$ cat config.mk
export PLATFORM = sky130hd
export DESIGN_NAME = wav_buf_ctrl_flat
export DESIGN_NICKNAME = d
export VERILOG_FILES = /design/src/rtl/wav_buf_ctrl_pkg.sv /design/src/rtl/wav_buf_ctrl_if.sv /design/src/rtl/wav_buf_ctrl_ptr_cnt.sv /design/src/rtl/wav_buf_ctrl.sv /design/src/flat_wrapper.sv
export SDC_FILE = /design/constraint.sdc
export NUM_CORES = 1
export LEC_CHECK = 0
export ABC_AREA = 1
export CAP_MARGIN = 30
export CORE_AREA = 4 4 99 101
export DETAILED_ROUTE_END_ITERATION = 16
export DIE_AREA = 0 0 103 105
export PLACE_DENSITY = 0.74
export SLEW_MARGIN = 20
export SYNTH_ARGS = -nofsm -noshare
export SYNTH_HDL_FRONTEND = slang
export SYNTH_HIERARCHICAL = 1
export SYNTH_SLANG_ARGS = --single-unit
export TNS_END_PERCENT = 1
$ cat constraint.sdc
create_clock -name clk50M -period 1.9 [get_ports clk50M]
set_clock_uncertainty 0.05 [all_clocks]
set_input_delay 0.38 -clock clk50M [delete_from_list [all_inputs] [get_ports clk50M]]
set_output_delay 0.38 -clock clk50M [all_outputs]
set_load 0.01 [all_outputs]
$ cat src/rtl/wav_buf_ctrl_pkg.sv
// wav_buf_ctrl_pkg: state encoding and default widths for the record/playback buffer.
// Optional build macro: WAV_LOOP_PLAY_EN (playback wraps instead of stopping).
package wav_buf_ctrl_pkg;

    typedef enum logic [1:0] {
        ST_IDLE = 2'b00,
        ST_REC  = 2'b01,
        ST_PLAY = 2'b10
    } state_t;

    localparam int DEF_ADDR_W  = 16;
    localparam int DEF_DATA_W  = 16;
    localparam int DEF_RAM_LAT = 1;

endpackage

$ cat src/rtl/wav_buf_ctrl_if.sv
// wav_buf_ctrl_if: codec-driver strobes plus the single-port sample RAM bus.
// master = the buffer controller, slave = codec driver / RAM side.
interface wav_buf_ctrl_if
    import wav_buf_ctrl_pkg::*;
#(
    parameter int ADDR_W = DEF_ADDR_W,
    parameter int DATA_W = DEF_DATA_W
) ();

    logic              record_en;
    logic              play_en;
    logic              wav_wren;
    logic [DATA_W-1:0] wav_in_data;
    logic              wav_rden;
    logic [DATA_W-1:0] wav_out_data;
    logic [ADDR_W-1:0] ram_addr;
    logic              ram_we;
    logic [DATA_W-1:0] ram_wdata;
    logic [DATA_W-1:0] ram_rdata;

    modport master (
        output record_en, play_en, wav_out_data,
        output ram_addr, ram_we, ram_wdata,
        input  wav_wren, wav_in_data, wav_rden, ram_rdata
    );

    modport slave (
        input  record_en, play_en, wav_out_data,
        input  ram_addr, ram_we, ram_wdata,
        output wav_wren, wav_in_data, wav_rden, ram_rdata
    );

endinterface

$ cat src/rtl/wav_buf_ctrl_ptr_cnt.sv
// wav_buf_ctrl_ptr_cnt: pointer counter with synchronous clear and increment.
// Clear wins over increment.
module wav_buf_ctrl_ptr_cnt #(
    parameter int W = 17
) (
    input  logic         clk,
    input  logic         rst_n,
    input  logic         clr,
    input  logic         inc,
    output logic [W-1:0] cnt
);

    always_ff @(posedge clk or negedge rst_n) begin
        if (!rst_n) begin
            cnt <= '0;
        end else if (clr) begin
            cnt <= '0;
        end else if (inc) begin
            cnt <= cnt + W'(1);
        end
    end

endmodule

$ cat src/rtl/wav_buf_ctrl.sv
// wav_buf_ctrl: record/playback sequencer owning one single-port sample RAM.
// Build macro WAV_LOOP_PLAY_EN: playback wraps to sample 0 instead of ending.
module wav_buf_ctrl
    import wav_buf_ctrl_pkg::*;
#(
    parameter int ADDR_W  = DEF_ADDR_W,
    parameter int DATA_W  = DEF_DATA_W,
    parameter int RAM_LAT = DEF_RAM_LAT
) (
    input  logic            clk50M,
    input  logic            rst_n,
    input  logic            btn_rec,
    input  logic            btn_play,
    input  logic            btn_stop,
    wav_buf_ctrl_if.master  bus,
    output logic [1:0]      state,
    output logic [ADDR_W:0] rec_len,
    output logic            underrun
);

    localparam logic [ADDR_W:0] LAST = {1'b0, {ADDR_W{1'b1}}};

    state_t             cur, nxt;
    logic [ADDR_W:0]    wr_ptr, rd_ptr;
    logic [RAM_LAT-1:0] pipe, pipe_nx;
    logic               rd_req, busy;
    logic               go_rec, play_btn, go_play;
    logic               wr_acc, rd_acc, rd_wrap, issue;

    always_ff @(posedge clk50M or negedge rst_n) begin
        if (!rst_n) cur <= ST_IDLE;
        else        cur <= nxt;
    end

    always_comb begin
        nxt      = cur;
        go_rec   = 1'b0;
        play_btn = 1'b0;
        go_play  = 1'b0;
        wr_acc   = 1'b0;
        rd_acc   = 1'b0;
        rd_wrap  = 1'b0;
        issue    = 1'b0;
        unique case (cur)
            ST_IDLE: begin
                if (btn_stop) begin
                    nxt = ST_IDLE;
                end else if (btn_rec) begin
                    go_rec = 1'b1;
                    nxt    = ST_REC;
                end else if (btn_play) begin
                    play_btn = 1'b1;
                    // first read goes out in the button cycle itself
                    if (rec_len != '0) begin
                        go_play = 1'b1;
                        issue   = 1'b1;
                        nxt     = ST_PLAY;
                    end
                end
            end
            ST_REC: begin
                if (btn_stop) begin
                    nxt = ST_IDLE;
                end else if (bus.wav_wren) begin
                    wr_acc = 1'b1;
                    if (wr_ptr == LAST) nxt = ST_IDLE;
                end
            end
            ST_PLAY: begin
                if (btn_stop) begin
                    nxt = ST_IDLE;
                end
`ifdef WAV_LOOP_PLAY_EN
                else begin
                    issue   = rd_req;
                    rd_acc  = bus.wav_rden;
                    rd_wrap = bus.wav_rden
                           && (rd_ptr + (ADDR_W+1)'(1) == rec_len);
                end
`else
                else if (rd_ptr == rec_len) begin
                    nxt = ST_IDLE;
                end else begin
                    issue  = rd_req;
                    rd_acc = bus.wav_rden;
                end
`endif
            end
            default: nxt = ST_IDLE;
        endcase
    end

    always_comb begin
        pipe_nx    = '0;
        pipe_nx[0] = issue;
        for (int i = 1; i < RAM_LAT; i++) pipe_nx[i] = pipe[i-1];
    end

    assign busy = rd_req | (|pipe);

    always_ff @(posedge clk50M or negedge rst_n) begin
        if (!rst_n) begin
            pipe             <= '0;
            rd_req           <= 1'b0;
            bus.play_en      <= 1'b0;
            bus.wav_out_data <= '0;
            underrun         <= 1'b0;
        end else begin
            if (nxt != ST_PLAY) begin
                pipe             <= '0;
                rd_req           <= 1'b0;
                bus.play_en      <= 1'b0;
                bus.wav_out_data <= '0;
            end else begin
                pipe   <= pipe_nx;
                rd_req <= rd_acc;
                if (pipe[RAM_LAT-1]) begin
                    bus.wav_out_data <= bus.ram_rdata;
                    bus.play_en      <= 1'b1;
                end
            end
            if (go_rec || play_btn) underrun <= 1'b0;
            else if (rd_acc && busy) underrun <= 1'b1;
        end
    end

    wav_buf_ctrl_ptr_cnt #(.W(ADDR_W+1)) u_wr_ptr (
        .clk   (clk50M),
        .rst_n (rst_n),
        .clr   (go_rec),
        .inc   (wr_acc),
        .cnt   (wr_ptr)
    );

    wav_buf_ctrl_ptr_cnt #(.W(ADDR_W+1)) u_rd_ptr (
        .clk   (clk50M),
        .rst_n (rst_n),
        .clr   (go_play | rd_wrap),
        .inc   (rd_acc),
        .cnt   (rd_ptr)
    );

    assign rec_len       = wr_ptr;
    assign state         = cur;
    assign bus.record_en = (cur == ST_REC);
    assign bus.ram_we    = wr_acc;
    assign bus.ram_wdata = wr_acc ? bus.wav_in_data : '0;
    assign bus.ram_addr  = (cur == ST_REC)  ? wr_ptr[ADDR_W-1:0] :
                           (cur == ST_PLAY) ? rd_ptr[ADDR_W-1:0] : '0;

endmodule

$ cat src/flat_wrapper.sv
// flat-port wrapper written by rule: the top's interface ports become plain ports
module wav_buf_ctrl_flat import wav_buf_ctrl_pkg::*;
#(
    parameter int ADDR_W  = DEF_ADDR_W,
    parameter int DATA_W  = DEF_DATA_W,
    parameter int RAM_LAT = DEF_RAM_LAT
)
  (clk50M, rst_n, btn_rec, btn_play, btn_stop, state, rec_len, underrun, bus_record_en, bus_play_en, bus_wav_out_data, bus_ram_addr, bus_ram_we, bus_ram_wdata, bus_wav_wren, bus_wav_in_data, bus_wav_rden, bus_ram_rdata);
  wav_buf_ctrl_if #(.ADDR_W(ADDR_W), .DATA_W(DATA_W)) bus_i ();
  input  logic clk50M;
  input  logic rst_n;
  input  logic btn_rec;
  input  logic btn_play;
  input  logic btn_stop;
  output logic [1:0] state;
  output logic [ADDR_W:0] rec_len;
  output logic underrun;
  output wire logic [$bits(bus_i.record_en)-1:0] bus_record_en;
  output wire logic [$bits(bus_i.play_en)-1:0] bus_play_en;
  output wire logic [$bits(bus_i.wav_out_data)-1:0] bus_wav_out_data;
  output wire logic [$bits(bus_i.ram_addr)-1:0] bus_ram_addr;
  output wire logic [$bits(bus_i.ram_we)-1:0] bus_ram_we;
  output wire logic [$bits(bus_i.ram_wdata)-1:0] bus_ram_wdata;
  input wire logic [$bits(bus_i.wav_wren)-1:0] bus_wav_wren;
  input wire logic [$bits(bus_i.wav_in_data)-1:0] bus_wav_in_data;
  input wire logic [$bits(bus_i.wav_rden)-1:0] bus_wav_rden;
  input wire logic [$bits(bus_i.ram_rdata)-1:0] bus_ram_rdata;
  assign bus_record_en = bus_i.record_en;
  assign bus_play_en = bus_i.play_en;
  assign bus_wav_out_data = bus_i.wav_out_data;
  assign bus_ram_addr = bus_i.ram_addr;
  assign bus_ram_we = bus_i.ram_we;
  assign bus_ram_wdata = bus_i.ram_wdata;
  assign bus_i.wav_wren = bus_wav_wren;
  assign bus_i.wav_in_data = bus_wav_in_data;
  assign bus_i.wav_rden = bus_wav_rden;
  assign bus_i.ram_rdata = bus_ram_rdata;
  wav_buf_ctrl #(.ADDR_W(ADDR_W), .DATA_W(DATA_W), .RAM_LAT(RAM_LAT)) u_core (.clk50M(clk50M), .rst_n(rst_n), .btn_rec(btn_rec), .btn_play(btn_play), .btn_stop(btn_stop), .bus(bus_i), .state(state), .rec_len(rec_len), .underrun(underrun));
endmodule
## After elaboration in Yosys (flattened, before gate mapping)

Cells that the tools add are included.

| storage, ports and cells | value |
|---|---|
| flip-flop bits (word level) | 56 |
| input bits | 39 |
| output and inout port bits | 71 |
| word-level logic and storage cells | 70 |
| RAM bits | 0 |
| memory bits (read-only) | 0 |
| latch bits | 0 |
| memories | 0 |

| cells by class | value |
|---|---|
| reductions and logical operators | 8 |
| muxes and demuxes | 46 |
| $add $sub $neg | 2 |
| magnitude comparators | 0 |
| equal/unequal tests | 5 |
| $mul | 0 |
| shifts and indexed selects | 0 |
| div/mod/pow operators | 0 |
| bitwise gates (word level) | 1 |

Operators by type and width:

| operator | number |
|---|---|
| two-way mux 16 bit | 5 |
| two-way mux 17 bit | 4 |
| adder 17 x 1 -> 17 bit (second input constant) | 2 |
| two-way mux 1 bit | 26 |
| two-way mux 2 bit | 9 |
| equality test 17 x 16 -> 1 bit (second input constant) | 1 |
| equality test 17 bit | 1 |
| nonzero test 17 bit | 1 |
| nonzero test 2 bit | 4 |
| one-hot mux 2 bit (3 select lines) | 1 |
| equality test 2 x 1 -> 1 bit (second input constant) | 1 |
| equality test 2 bit (second input constant) | 1 |
| logical NOT 2 bit | 1 |
| != test 2 bit (second input constant) | 1 |
| one-hot mux 1 bit (2 select lines) | 1 |
| logical AND 1 bit | 1 |
| logical OR 1 bit | 1 |
| OR 1 bit | 1 |

## Depth between registers and ports, before layout

Gate-level depths: netlist (run 1).

| logic depth | value |
|---|---|
| depth in word-level cells | 8 |
| gate-level depth with buffers | 16 |

## By module

Netlist (run 1), hierarchy kept.

Modules (own cells, without submodules):

| module | times used | area an instance (sq um) | cells an instance |
|---|---|---|---|
| wav_buf_ctrl_ptr_cnt | 2 | 1033.5 | 142 |
| wav_buf_ctrl | 1 | 1661.6 | 262 |

## Worst setup path after synthesis (run 1)

Ideal clock, no wire load.

| path | value |
|---|---|
| path type | register to output |
| start point | register u_core.cur[1] (netlist: u_core/state[1]) |
| end point | output port bus_ram_wdata[10] |
| cell stages (with the launch flop) | 7 |
| path buffers | 1 |
| setup slack | -0.508 ns |
| data arrival time | 1.978 ns |
| data required time | 1.470 ns |
| cell sequence | dfrtp_1 > nor2_1 > inv_1 > nor3_1 > inv_1 > buf_2 > nor2_1 |

| on the way | value |
|---|---|
| word-level cells in the longest chain between the ends | 3 |

Ends and longest elaborated chain:

| element | line | text |
|---|---|---|
| from (decl) | wav_buf_ctrl.sv:23 | `state_t cur, nxt;` |
| from (signal assigned) | wav_buf_ctrl.sv:32 | `else cur <= nxt;` |
| equality test 2 x 1 -> 1 bit | wav_buf_ctrl.sv:44 | `unique case (cur)` |
| two-way mux 1 bit | wav_buf_ctrl.sv:44 |  |
| named net bus_ram_we | flat_wrapper.sv:22 | `output wire logic [$bits(bus_i.ram_we)-1:0] bus_ram_we;` |
| two-way mux 16 bit | wav_buf_ctrl.sv:147 | `assign bus.ram_wdata = wr_acc ? bus.wav_in_data : '0;` |
| to (decl) | flat_wrapper.sv:23 | `output wire logic [$bits(bus_i.ram_wdata)-1:0] bus_ram_wdata;` |

The timed path passes the listed nets, and every way through them passes these cells.

## Worst setup path after layout (run 1)

| path | value |
|---|---|
| start point | register u_core.cur[0] (netlist: u_core/state[0]) |
| end point | output port bus_ram_wdata[6] |

| on the way | value |
|---|---|
| word-level cells in the longest chain between the ends | 3 |

Ends and longest elaborated chain:

| element | line |
|---|---|
| equality test 2 x 1 -> 1 bit | wav_buf_ctrl.sv:44 |
| two-way mux 1 bit | wav_buf_ctrl.sv:44 |
| two-way mux 16 bit | wav_buf_ctrl.sv:147 |

No other way between the ends.

==> results.toml, run 1 <==
[global_route]
grt_usage_pct = 22.1
overflow = 0
antenna_found_initial = 0
grt_pass1_wl_um = 19200
grt_max_degree = 38
grt_pass1_vias = 4057

[cells_and_area]
utilization_pct = 62.6
multi_input_area_mm2 = 0.00202
areaGrowthSynthToFinish_pct = 51.6
fin_nets = 769
n_antenna_cell = 0
stdcell_count = 840
final-seq-area_mm2 = 0.00140
layout-drive-gt1-share_pct = 28.3
fill_cells = 786

[critical_path]
cp.arrival_ns = 1.89
path_class = "flop to primary output"
startpoint_type = "flop"
endpoint_kind = "primary output"
worstPathRequired_ns = 1.47
path_max_fanout = 6

[clock_tree]
clock_sinks = 56
cts.htree.levels = 2
clockBufferDepth = 2
clkTransAtPathRegs_ns = 0.11
tritoncts = "done"
clockRootBuffer = "clkbuf_8"
clk_latency_ns = 0.32
cts-buffers-inserted = 5

[power_and_ir_drop]
pwr_density_cell_mw_per_mm2 = 561
cellLeakagePower_uw = 0.00297
fin_total_pwr_uw = 3170
vdd_drop_max_uv = 387

[timing]
setup_viol = 48
slew_headroom_pct = 57.3
fmax_mhz = 431
grt_setup_unrepaired = "true"
timing.hold.ws_ns = 0.451
period_needed_ns = 2.32
finalWorstSetupSlack_ns = -0.421
slew_viol_final = 0
hold_violations = 0
fin_crit_sh_pct = 122
tightestPinTransition_ns = 0.641

[yosys]
ys_seq_area_share_pct = 37.6
synth_area_mm2 = 0.00373
synth_cell_types = 33
netlist_instances = 546
avgSynthCellArea_um2 = 6.83
synth-seq-cells = 56
synth_nets = 587
yosys_warnings = 6

[place]
gp_congestion = 0.827
portBuffers = 109
pre_cts_ws_ns = -0.627
placed_cells = 819
dp_hpwl_um = 9100

[hold_path]
worstHoldPathType = "flop to flop"

[routing]
drt-total-wl_um = 12100
ant_nets = 0
drtIter0Drc = 285
detail_route.vias_per_cell = 5.09
first_pass_iters = 5
post_drt_wl_per_cell_um = 14.4
vias = 4273
drc = 0

[die]
die_w_um = 103
die_h_um = 105
ioPinCount = 110
initial_core_util_pct = 41.3
core_area_mm2 = 0.00902
fp-row-count = 35
dieArea_mm2 = 0.0108

[outcome]
status = "finished with violations"
violations = "setup timing"

[run]
drv_cap = 0
cell type report:
type	count	area share, %
clock buffer	5	1.22
inverter	101	6.93
tap	111	2.46
clock inverter	3	0.398
timing repair buffer	185	28.3
sequential	56	24.8
multi-input combinational	378	35.8
timing repair inverter	1	0.133
flip-flops by register name, indices dropped and copies added, names as in the netlist:
signal / cells
u_core/rd_req: 1
u_core/pipe: 1
u_core/state: 2
u_core/u_rd_ptr/cnt: 17
u_core/u_wr_ptr/cnt: 17
u_core/bus.play_en: 1
u_core/bus.wav_out_data: 16
u_core/underrun: 1
path summary, 6_finish.rpt:
| kind | startpoint | slack [ns] | cells after the start | to |
|---|---|---|---|---|
| max | u_core/state[0]$_DFF_PN0_ | -0.42 | 8 | bus_ram_wdata[6] |
| min | u_core/bus.play_en$_DFFE_PN0P_ | 0.45 | 1 | u_core/bus.play_en$_DFFE_PN0P_ |
| max reg2reg | u_core/u_wr_ptr/cnt[12]$_DFFE_PN0P_ | -0.16 | 15 | u_core/u_rd_ptr/cnt[13]$_DFFE_PN0P_ |
| min reg2reg | u_core/bus.play_en$_DFFE_PN0P_ | 0.45 | 1 | u_core/bus.play_en$_DFFE_PN0P_ |
| max in group asynchronous | rst_n | 0.71 | 3 | u_core/u_rd_ptr/cnt[4]$_DFFE_PN0P_ |
| min in group asynchronous | rst_n | 0.51 | 2 | u_core/u_wr_ptr/cnt[1]$_DFFE_PN0P_ |
metal layers:
metal	track usage [%]	wire, um	vias up
met5	0	0	-
met4	7.40	306	0
met3	3.27	736	25
met2	38.0	6300	137
met1	27.8	4760	2027
li1	-	-	2084
layout by cell type, fill, tap and decap left out, types with 3 or more instances in the layout:
master	netlist	layout
o22ai_1	15	10
nand3_2	1	5
buf_2	3	28
nand2_2	10	13
nand3_1	57	53
clkinvlp_4	0	3
buf_6	3	10
o21ai_0	9	9
nand2_4	3	3
a21oi_1	19	17
clkdlybuf4s50_1	0	65
xnor2_1	3	3
buf_12	0	3
inv_1	95	89
dlygate4sd2_1	0	5
nor2_4	12	18
o22ai_2	0	5
nor2_2	11	20
dfrtp_1	56	54
buf_4	2	65
nand4_1	15	15
nor3_1	5	3
clkbuf_8	0	5
nor2_1	71	56
inv_2	4	8
nand2_1	131	128
dlymetal6s2s_1	0	4
stage by stage:
stage | TNS, ns | cell area, um2
3_5_place_dp | -25.55 | 5410
5_1_grt | -15.64 | 5650
6_report | -8.09 | 5650
4_1_cts | -9.21 | 5560
3_3_place_gp | -24.14 | 5410
2_1_floorplan | -0.237 | 3740
power breakdown:
part	total (uW)	leakage (uW)	switching [uW]	internal (uW)
Combinational	1080	0.00216	587	489
Clock	690	0.0000485	424	266
Sequential	1410	0.000769	126	1280
logic make-up (layout without fill, tap and decap cells):
kind of cell / count (synthesis) / in the layout / share of synthesized area [%]
AO/OA/AOI/OAI: 49 / 49 / 7.58
AND/OR/NAND/NOR: 324 / 324 / 41.0
adder cells (fa/ha/maj): 2 / 2 / 0.671
flip-flops: 56 / 56 / 37.6
XOR/XNOR: 3 / 3 / 0.705
buffers and inverters: 112 / 295 / 12.4
synth_stat cells, drive strengths merged:
master,instances,area (um2)
a21oi,19,95.1
a41oi,1,8.76
and3,2,12.5
buf,8,63.8
clkbuf,3,15.0
dfrtp,56,1400
ha,2,25.0
inv,101,384
nand2,144,588
nand3,58,295
nand3b,1,7.51
nand4,15,93.8
nor2,94,470
nor3,5,25.0
nor3b,1,12.5
nor4,2,12.5
o21a,1,7.51
o21ai,11,55.1
o21bai,2,22.5
o22ai,15,93.8
or2,2,12.5
xnor2,3,26.3
what timing repair did:
action,4_1_cts,5_1_grt
setup endpoints to repair,55,87
cloned,1,0
hold buffers,1,0
gates resized for setup,162,38
endpoints found under the hold margin,19,0
pin swaps,8,19
buffers inserted,10,1
worst max-delay path: stages, from the launching register on:
cell and delay [ns]:
dfrtp_1 0.37, inv_2 0.08, buf_4 0.15, nor3_4 0.28, buf_6 0.15, clkinvlp_4 0.17, buf_6 0.18, nor2_2 0.07
buf_2 0.13
No activity file was read; power rests on OpenSTA's default activity.
==> inputs of run 2 (changes only) <==
- CTS_CLUSTER_SIZE: unset -> 20
==> results of run 2 <==
Final layout, timing and power as in run 1 (identical DEF).
